<file path="src/rtl/sb_pkg.sv">
// Shared definitions for the register scoreboard: default geometry and small
// helpers for counter limits and writeback-port slicing.
package sb_pkg;

  localparam int SB_ADDR_W    = 5;
  localparam int SB_REG_COUNT = 32;

  // Largest value a pending counter of the given width may hold.
  function automatic int cnt_max(input int cnt_w);
    return (1 << cnt_w) - 1;
  endfunction

  // Low bit of writeback port 'port' inside the flattened wb_dst bus.
  function automatic int wb_lo(input int port, input int addr_w);
    return port * addr_w;
  endfunction

endpackage

</file>
<file path="src/rtl/sb_entry.sv">
// One per-register in-flight write counter: adds the issue increment, removes
// writebacks/kills, clamps at both ends and flags any clamp it had to apply.
module sb_entry
  import sb_pkg::*;
#(
  parameter int CNT_W = 2
) (
  input  logic             clk,
  input  logic             reset,
  input  logic             inc,
  input  logic [CNT_W+1:0] dec,
  output logic [CNT_W-1:0] count,
  output logic             nonzero,
  output logic             underflow,
  output logic             overflow
);

  localparam logic [CNT_W+1:0] MAX_W = (CNT_W + 2)'(cnt_max(CNT_W));

  logic [CNT_W+1:0] up;
  logic [CNT_W+1:0] diff;

  // Work two bits wider than the counter so that both a negative result and a
  // result above the maximum are visible before clamping.
  always_comb begin
    up        = {2'b00, count} + {{(CNT_W + 1){1'b0}}, inc};
    diff      = up - dec;
    underflow = dec > up;
    overflow  = !underflow && (diff > MAX_W);
  end

  always_ff @(posedge clk or posedge reset) begin
    if (reset) begin
      count <= '0;
    end else if (underflow) begin
      count <= '0;
    end else if (overflow) begin
      count <= MAX_W[CNT_W-1:0];
    end else begin
      count <= diff[CNT_W-1:0];
    end
  end

  assign nonzero = |count;

endmodule

</file>
<file path="src/rtl/reg_scoreboard.sv">
// Decode-stage register scoreboard: per-register in-flight write counters,
// RAW/saturation issue hazards, a total-outstanding counter and a sticky error.
module reg_scoreboard
  import sb_pkg::*;
#(
  parameter int REG_COUNT = SB_REG_COUNT,
  parameter int ADDR_W    = SB_ADDR_W,
  parameter int WB_PORTS  = 2,
  parameter int CNT_W     = 2,
  parameter int WB_BYPASS = 1,
  parameter int OUT_W     = 6
) (
  input  logic                       clk,
  input  logic                       reset,
  input  logic                       issue_valid,
  input  logic                       issue_wr,
  input  logic [ADDR_W-1:0]          issue_dst,
  input  logic [ADDR_W-1:0]          issue_rs,
  input  logic [ADDR_W-1:0]          issue_rt,
  input  logic                       issue_rs_used,
  input  logic                       issue_rt_used,
  input  logic                       hold,
  output logic                       issue_stall,
  output logic                       issue_accept,
  input  logic [WB_PORTS-1:0]        wb_valid,
  input  logic [WB_PORTS*ADDR_W-1:0] wb_dst,
  input  logic                       kill_valid,
  input  logic [ADDR_W-1:0]          kill_dst,
  output logic [REG_COUNT-1:0]       pending,
  output logic [OUT_W-1:0]           outstanding,
  output logic                       idle,
  output logic                       err
);

  localparam int               DEC_W    = CNT_W + 2;
  localparam int               IDX_N    = 2 ** ADDR_W;
  localparam logic [CNT_W-1:0] CNT_FULL = CNT_W'(cnt_max(CNT_W));

  // Register 0 is never tracked, so the per-register arrays start at 1.
  logic [CNT_W-1:0]     cnt [1:REG_COUNT-1];
  logic [DEC_W-1:0]     dec [1:REG_COUNT-1];
  logic [REG_COUNT-1:1] inc;
  logic [REG_COUNT-1:1] nz;
  logic [REG_COUNT-1:1] uf;
  logic [REG_COUNT-1:1] of;
  logic [IDX_N-1:0]     busy;
  logic [IDX_N-1:0]     sat;

  logic             rs_hit;
  logic             rt_hit;
  logic             write_block;
  logic             out_full;
  logic             dst_tracked;
  logic             tot_inc;
  logic [OUT_W-1:0] tot_dec;
  logic [OUT_W-1:0] up_out;
  logic [OUT_W-1:0] out_next;
  logic             out_uf;

  // Decrements per register, and the hazard view of each register: with
  // bypass a register whose last writes retire this cycle no longer blocks.
  always_comb begin
    busy = '0;
    sat  = '0;
    for (int r = 1; r < REG_COUNT; r++) begin
      dec[r] = '0;
      for (int p = 0; p < WB_PORTS; p++) begin
        if (wb_valid[p] && (wb_dst[wb_lo(p, ADDR_W) +: ADDR_W] == ADDR_W'(r))) begin
          dec[r] = dec[r] + DEC_W'(1);
        end
      end
      if (kill_valid && (kill_dst == ADDR_W'(r))) begin
        dec[r] = dec[r] + DEC_W'(1);
      end
      busy[r] = (WB_BYPASS != 0) ? ({2'b00, cnt[r]} > dec[r]) : (cnt[r] != '0);
      sat[r]  = (cnt[r] == CNT_FULL);
    end
  end

  // Issue decision; a write is refused while its counter or the global total
  // is full, regardless of any writeback in the same cycle.
  always_comb begin
    out_full     = (outstanding == '1);
    rs_hit       = issue_rs_used && (issue_rs != '0) && busy[issue_rs];
    rt_hit       = issue_rt_used && (issue_rt != '0) && busy[issue_rt];
    write_block  = issue_wr && (((issue_dst != '0) && sat[issue_dst]) || out_full);
    issue_stall  = issue_valid && (rs_hit || rt_hit || write_block);
    issue_accept = issue_valid && !issue_stall && !hold;
    inc          = '0;
    for (int r = 1; r < REG_COUNT; r++) begin
      inc[r] = issue_accept && issue_wr && (issue_dst == ADDR_W'(r));
    end
  end

  for (genvar r = 1; r < REG_COUNT; r++) begin : g_entry
    sb_entry #(
      .CNT_W(CNT_W)
    ) u_entry (
      .clk      (clk),
      .reset    (reset),
      .inc      (inc[r]),
      .dec      (dec[r]),
      .count    (cnt[r]),
      .nonzero  (nz[r]),
      .underflow(uf[r]),
      .overflow (of[r])
    );
  end

  // Total in-flight writes; only events on tracked registers take part.
  always_comb begin
    dst_tracked = (issue_dst != '0) && (int'(issue_dst) < REG_COUNT);
    tot_inc     = issue_accept && issue_wr && dst_tracked;
    tot_dec     = '0;
    for (int r = 1; r < REG_COUNT; r++) begin
      tot_dec = tot_dec + OUT_W'(dec[r]);
    end
    up_out   = outstanding + OUT_W'(tot_inc);
    out_uf   = tot_dec > up_out;
    out_next = up_out - tot_dec;
  end

  always_ff @(posedge clk or posedge reset) begin
    if (reset) begin
      outstanding <= '0;
      err         <= 1'b0;
    end else begin
      outstanding <= out_uf ? '0 : out_next;
      err         <= err || (|uf) || (|of) || out_uf;
    end
  end

  assign pending = {nz, 1'b0};
  assign idle    = (outstanding == '0);

endmodule

</file>
<file path="config.mk">
export PLATFORM = sky130hd
export DESIGN_NAME = reg_scoreboard
export DESIGN_NICKNAME = d
export VERILOG_FILES = /design/src/rtl/sb_pkg.sv /design/src/rtl/sb_entry.sv /design/src/rtl/reg_scoreboard.sv
export SDC_FILE = /design/constraint.sdc
export NUM_CORES = 1
export LEC_CHECK = 0
export ABC_AREA = 1
export ABC_CLOCK_PERIOD_IN_PS = 11450
export CORE_MARGIN = 1.5
export CORE_UTILIZATION = 30
export CTS_CLUSTER_SIZE = 12
export DETAILED_ROUTE_END_ITERATION = 16
export SLEW_MARGIN = 40
export SYNTH_ARGS = -nofsm -noshare
export SYNTH_HDL_FRONTEND = slang
export SYNTH_HIERARCHICAL = 1
export SYNTH_SLANG_ARGS = --single-unit
</file>
<file path="constraint.sdc">
create_clock -name clk -period 11.45 [get_ports clk]
set_input_delay 2.29 -clock clk [delete_from_list [all_inputs] [get_ports clk]]
set_output_delay 2.29 -clock clk [all_outputs]
set_load 0.01 [all_outputs]
</file>
==> results of run 1 <==
registers in the layout, indices dropped and copies added (netlist names):
register and count:
g_entry.u_entry/count 62, err 1, outstanding 6
critical path: cells and delay by family:
kind / cells / cell delay [ps]
AO/OA/AOI/OAI: 4 / 1170
adder cells (fa/ha/maj): 11 / 4570
buffers and inverters: 10 / 1170
AND/OR/NAND/NOR: 7 / 1140
worst paths after layout:
| check | startpoint | endpoint | slack (ps) |
|---|---|---|---|
| min in group asynchronous | reset | g_entry[31].u_entry/count[0] | 2100 |
| max in group asynchronous | reset | outstanding[2] | 9020 |
| max | wb_dst[6] | outstanding[3] | 1410 |
| min reg2reg | err | err | 880 |
| max reg2reg | g_entry[15].u_entry/count[1] | err | 5400 |
| min | err | err | 880 |
report_power, final:
group / leakage, nW / switching (mW) / internal, mW
sequential: 0.906 / 0.0820 / 0.307
combinational: 9.69 / 0.625 / 0.463
clock: 0.128 / 0.135 / 0.147
cells in the mapped netlist, drive strengths merged (3+ instances only):
library cell  number
clkinv            32
dfrtp             69
nor4              18
xnor2             25
clkbuf             8
a21oi             85
nand2            455
inv              746
xor2              24
a21o               5
o31ai              3
nor3               9
o21ai             42
o211ai             8
or2               44
ha               293
o21a               3
nand3            241
fa               108
buf               14
nand4             29
nor2             217
o21bai             7
layout make-up:
type | count | area [um^2]
Inverter | 778 | 2920
Clock buffer | 9 | 225.2
Timing Repair Buffer | 101 | 953.4
Fill cell | 5992 | 36290
Sequential cell | 69 | 1727
Multi-Input combinational cell | 1657 | 12310
Tap cell | 748 | 935.9
Clock inverter | 7 | 50.05
per-layer routing:
| layer | up-vias | GRT usage |
|---|---|---|
| met5 | - | 0 |
| met3 | 75 | 0.03935 |
| met4 | 0 | 0.07566 |
| met2 | 454 | 0.2975 |
| li1 | 7758 | - |
| met1 | 6977 | 0.2634 |
through the flow:
step           setup slack [ps]  instances
2_1_floorplan              2493       2526
3_3_place_gp               1054       3353
3_5_place_dp               1014       3353
4_1_cts                    1440       3369
5_1_grt                   983.4       3369
6_report                   1413       3369
cells by family after synthesis:
family          count (synthesis)
simple gates                 1015
buf+inv                       800
fa+ha+maj                     401
compound gates                160
flops                          69
xor+xnor                       49
other cells                     1
==> reports/qor.txt, run 1 <==
fin crit period = 10040 ps
post-synthesis compound-gate area fraction = 0.07346
Top Metal Used = met4
CTS sink cnt = 69
RSZ-0062 raised after global routing = no
Synth area leader = ha_1
synth top area cells = ha_1, inv_1, fa_1
Hold WC Path Type = reg2reg
TritonCTS buffer count = 9
1st-pass router iterations = 7
layout cells sized above 1 = 0.1118
Crit Path Class = in2reg
hold path cells = 4
status = finished, final reports clean
final setup TNS = 0 ps
worst hold slack = 881.8 ps
Max rail drop VDD = 0.08517 mV
Netlist cell types = 44
first-pass GRT wire length = 82.72 mm
Die Span Y = 240.6 um
via/cell ratio = 4.531
metal3 WL = 4.173 mm
Post-Synth Simple-Gate Area = 0.2754
commonest non-fill, non-tap cell in the layout = inv_1
met2 wire length = 22.92 mm
area of the core = 55420 um^2
data required time of the worst path = 11760 ps
Hold Buf Count CTS = 0
Final Skew = 8.709 ps
clock latency on the worst-skew pair = 390 ps
Clock Pin Slew Worst Setup and Hold Paths = 70 ps
CTS tree = yes
Setup violations, final = 0
GP Congestion = 0.9807
Worst-Margin Slew = 884.0 ps
via count = 15260
initial DRC count = 1049
total global-route track usage = 0.1931
CP dominant cell by count = inv_1
Final ANT Viol Nets = 0
M1 wire length = 25.07 mm
port bufs = 80
Startpoint Class = input port
vias in the first global route = 14550
Avg Synthesized Cell Area = 6.786 um^2
Max Transition Viols Final = 0
f_max = 0.09963 GHz
hpwl dp = 47.46 mm
top-area cell type share of the netlist area = 0.2165
pin count of the biggest net entering global routing = 33
drc violations = 0
Clock Tree Buf Depth = 2
total routed wirelength = 54.18 mm
Critical Path Sink Type = flop
Post-Syn Instances = 2495
Area after DPL = 18830 um^2
MaxCap Viol Count = 0
Final nets = 3057
number of flops mapped to enable cells by yosys = 0
chip width = 240.6 um
initial antenna violation count = 0
Rows = 86
cell area power density = 92.02 nW/um^2
path depth of the worst reg2reg path = 25
sequential area share after synthesis = 0.1020
Slowest cell on crit path = o21ai_0
most frequent cells in the layout = inv_1, nand2_1, ha_1
post-synthesis cell area = 16930 um^2
Yosys warning count = 6
WL per Instance = 16.08 um
most used flip-flop cell after synthesis = dfrtp_1
Worst path max stage delay = 630 ps
Max H-tree Level = 3
grt total ovfl = 0
Starting Density = 0.3055
largest family of logic cells by synthesized area = adder cells
critical path arrival = 10340 ps
Async SR Flop Fraction = 1.000
Synth Area in XOR/XNOR = 0.02535
post-synthesis adder-cell area fraction = 0.3442
slew margin rel. = 0.4053
Leak = 10.73 nW
cts repair resizes = 0
Final Util = 0.3451
Root Buffer = clkbuf_16
Ports = 82
setup bufs post-CTS = 0
mux cell area share after synthesis = 0
top fanout value on the critical path = 7
Hold Vio Cnt, Final = 0
fin area = 19120 um^2
Area growth syn-to-layout = 12.95%
# diodes = 0
period utilisation layout = 0.8766
Seq cells post-synth = 69
Die Area = 57870 um^2
total chip power = 1.760 mW
Note: power is estimated with default switching activity, not from simulation.
==> inputs of run 2 (changes only) <==
--- a/config.mk
+++ b/config.mk
@@ -11,6 +11,7 @@
 export CORE_UTILIZATION = 30
 export CTS_CLUSTER_SIZE = 12
 export DETAILED_ROUTE_END_ITERATION = 16
+export DONT_BUFFER_PORTS = 1
 export SLEW_MARGIN = 40
 export SYNTH_ARGS = -nofsm -noshare
 export SYNTH_HDL_FRONTEND = slang
==> reports/qor.txt, run 2 (synthesis results as in run 1) <==
status = finished, final reports clean
Hold WC Path Type = reg2reg
Max Transition Viols Final = 0 (unchanged)
final setup TNS = 0 ps (unchanged)
Area after DPL = 17960 um^2 (-4.7%)
Critical Path Sink Type = flop
GP Congestion = 0.9822 (+0.15%)
Leak = 10.41 nW (-3.0%)
CTS tree = yes
hpwl dp = 47.03 mm (-0.92%)
Worst path max stage delay = 730 ps (+100 ps)
1st-pass router iterations = 6 (-1)
TritonCTS buffer count = 9 (unchanged)
vias in the first global route = 14260 (-2.0%)
fin crit period = 9545 ps (-492.4 ps)
area of the core = 55420 um^2 (unchanged)
pin count of the biggest net entering global routing = 33 (unchanged)
Slowest cell on crit path = o21ai_0
period utilisation layout = 0.8336 (-0.04300)
share of total power in the clock network = 0.212 (+0.052)
Crit Path Class = in2reg
fin area = 18330 um^2 (-4.1%)
via/cell ratio = 4.593 (+1.4%)
total routed wirelength = 54.15 mm (about the same)
total chip power = 1.708 mW (-3.0%)
first-pass GRT wire length = 82.05 mm (-0.81%)
setup bufs post-CTS = 0 (unchanged)
CTS sink cnt = 69 (unchanged)
Starting Density = 0.3055 (unchanged)
Final Util = 0.3308 (-0.01425)
grt total ovfl = 0 (unchanged)
FF-to-FF End = err
Largest register FFs = 62 (unchanged)
RSZ-0062 raised after global routing = no
Hold Path Sink = g_entry[26].u_entry/count[0]
most frequent cells in the layout = inv_1, nand2_1, ha_1
Die Span Y = 240.6 um (unchanged)
Psw = 803.8 uW (-4.6%)
cts repair resizes = 0 (unchanged)
Clock Pin Slew Worst Setup and Hold Paths = 70 ps (about the same)
Reg-to-Reg Start = g_entry[9].u_entry/count[1]
Max H-tree Level = 3 (unchanged)
Seq pwr share = 0.231 (+0.010)
Max rail drop VDD = 0.07945 mV (-6.7%)
f_max = 0.1048 GHz (+5.2%)
clock latency on the worst-skew pair = 380 ps (about the same)
P_int = 903.9 uW (-1.5%)
Setup violations, final = 0 (unchanged)
port bufs = 0 (-100%)
Final WS setup = 1905 ps (+492.4 ps)
CP dominant cell by count = fa_1
Placed Cells = 3262 (-2.7%)
Startpoint Class = input port
cell area power density = 93.15 nW/um^2 (+1.2%)
WL per Instance = 16.52 um (+2.7%)
most flop-heavy register = g_entry.u_entry/count
Setup WS pre-CTS = 1602 ps (+587.9 ps)
chip width = 240.6 um (unchanged)
Rows = 86 (unchanged)
commonest non-fill, non-tap cell in the layout = inv_1
layout cells sized above 1 = 0.1107 (-0.001074)
Clock Tree Buf Depth = 2 (unchanged)
Final ANT Viol Nets = 0 (unchanged)
data required time of the worst path = 11750 ps (about the same)
Area growth syn-to-layout = 8.285%
initial DRC count = 1236 (+18%)
critical path arrival = 9840 ps (-500 ps)
Die Area = 57870 um^2 (unchanged)
Hold Buf Count CTS = 0 (unchanged)
final cell count without fillers = 3278 (-2.7%)
total global-route track usage = 0.1922 (-0.0009446)
Gate power share = 0.556 (-0.062)
Critical Path Start = wb_dst[5]
initial antenna violation count = 1 (+1)
Root Buffer = clkbuf_16
via count = 15060 (-1.4%)
Hold Vio Cnt, Final = 0 (unchanged)
# fillers = 6020 (+0.47%)
path depth of the worst reg2reg path = 25 (unchanged)
Worst-Margin Slew = 960.2 ps (+76.22 ps)
slew margin rel. = 0.3540 (-0.05128)
Final nets = 2966 (-3.0%)
Largest regs = g_entry.u_entry/count: 62 flops, outstanding: 6 flops, err: 1 flops
hold path cells = 6 (+2)
Switching Fraction = 0.4707 (-0.007979)
r2r setup slk = 5400 ps (about the same)
MaxCap Viol Count = 0 (unchanged)
top fanout value on the critical path = 7 (unchanged)
drc violations = 0 (unchanged)
worst hold slack = 950.2 ps (+68.48 ps)
hold wc startpoint = g_entry[26].u_entry/count[0]
Ports = 82 (unchanged)
Final Skew = 18.10 ps (+9.387 ps)
==> run 2: changes by cell type in the layout (fill, tap and decap cells not counted), sizes merged <==
cell | previous run | this run
buf | 22 | 10
bufinv | 0 | 4
clkdlybuf4s50 | 79 | 0
clkinv | 34 | 33
clkinvlp | 3 | 1
diode | 0 | 1
inv | 748 | 746
==> run 2: critical path, delay by kind of cell <==
| kind | cells | cell delay [ps] |
|---|---|---|
| AOI/OAI and AO/OA | 4 | 1220 |
| buffers and inverters | 7 | 500 |
| and+or+nand+nor | 7 | 1150 |
| adders and majority gates | 11 | 4700 |
==> run 2: worst max path at each step <==
| stage | depth (start not counted) | endpoint | slack, ps |
|---|---|---|---|
| finish | 29 | outstanding[2] | 1910 |
| global route | 31 | outstanding[3] | 1470 |
| CTS | 29 | outstanding[2] | 2010 |
| detailed placement | 29 | outstanding[2] | 1600 |
| global placement | 29 | outstanding[3] | 1660 |
| floorplan | 31 | outstanding[3] | 2490 |
==> run 2: per-layer routing <==
layer	vias to the layer above	part of all wire	track usage
li1	7570	-	-
met1	6906	0.44	0.2521
met2	511	0.43	0.3046
met3	66	0.099	0.05113
met4	2	0.032	0.06366
met5	-	0.00030	0
==> run 2: layout make-up <==
type	count	area, um^2	share of cell area
Multi-Input combinational cell	1657	12310	0.6715
Sequential cell	69	1727	0.09419
Inverter	778	2920	0.1593
Tap cell	748	935.9	0.05105
Clock buffer	9	225.2	0.01229
Timing Repair Buffer	10	75.07	0.004095
Clock inverter	6	136.4	0.007439
Antenna cell	1	2.502	0.0001365
==> run 2: power by group through the flow <==
| stage | registers (mW) | clock network (mW) | logic (mW) |
|---|---|---|---|
| final | 0.395 | 0.362 | 0.950 |
| after global routing | 0.407 | 0.385 | 1.10 |
| after CTS | 0.396 | 0.375 | 0.953 |
| after detailed placement | 0.400 | 0 | 0.947 |
| after global placement | 0.400 | 0 | 0.941 |
| after floorplan | 0.365 | 0 | 0.724 |
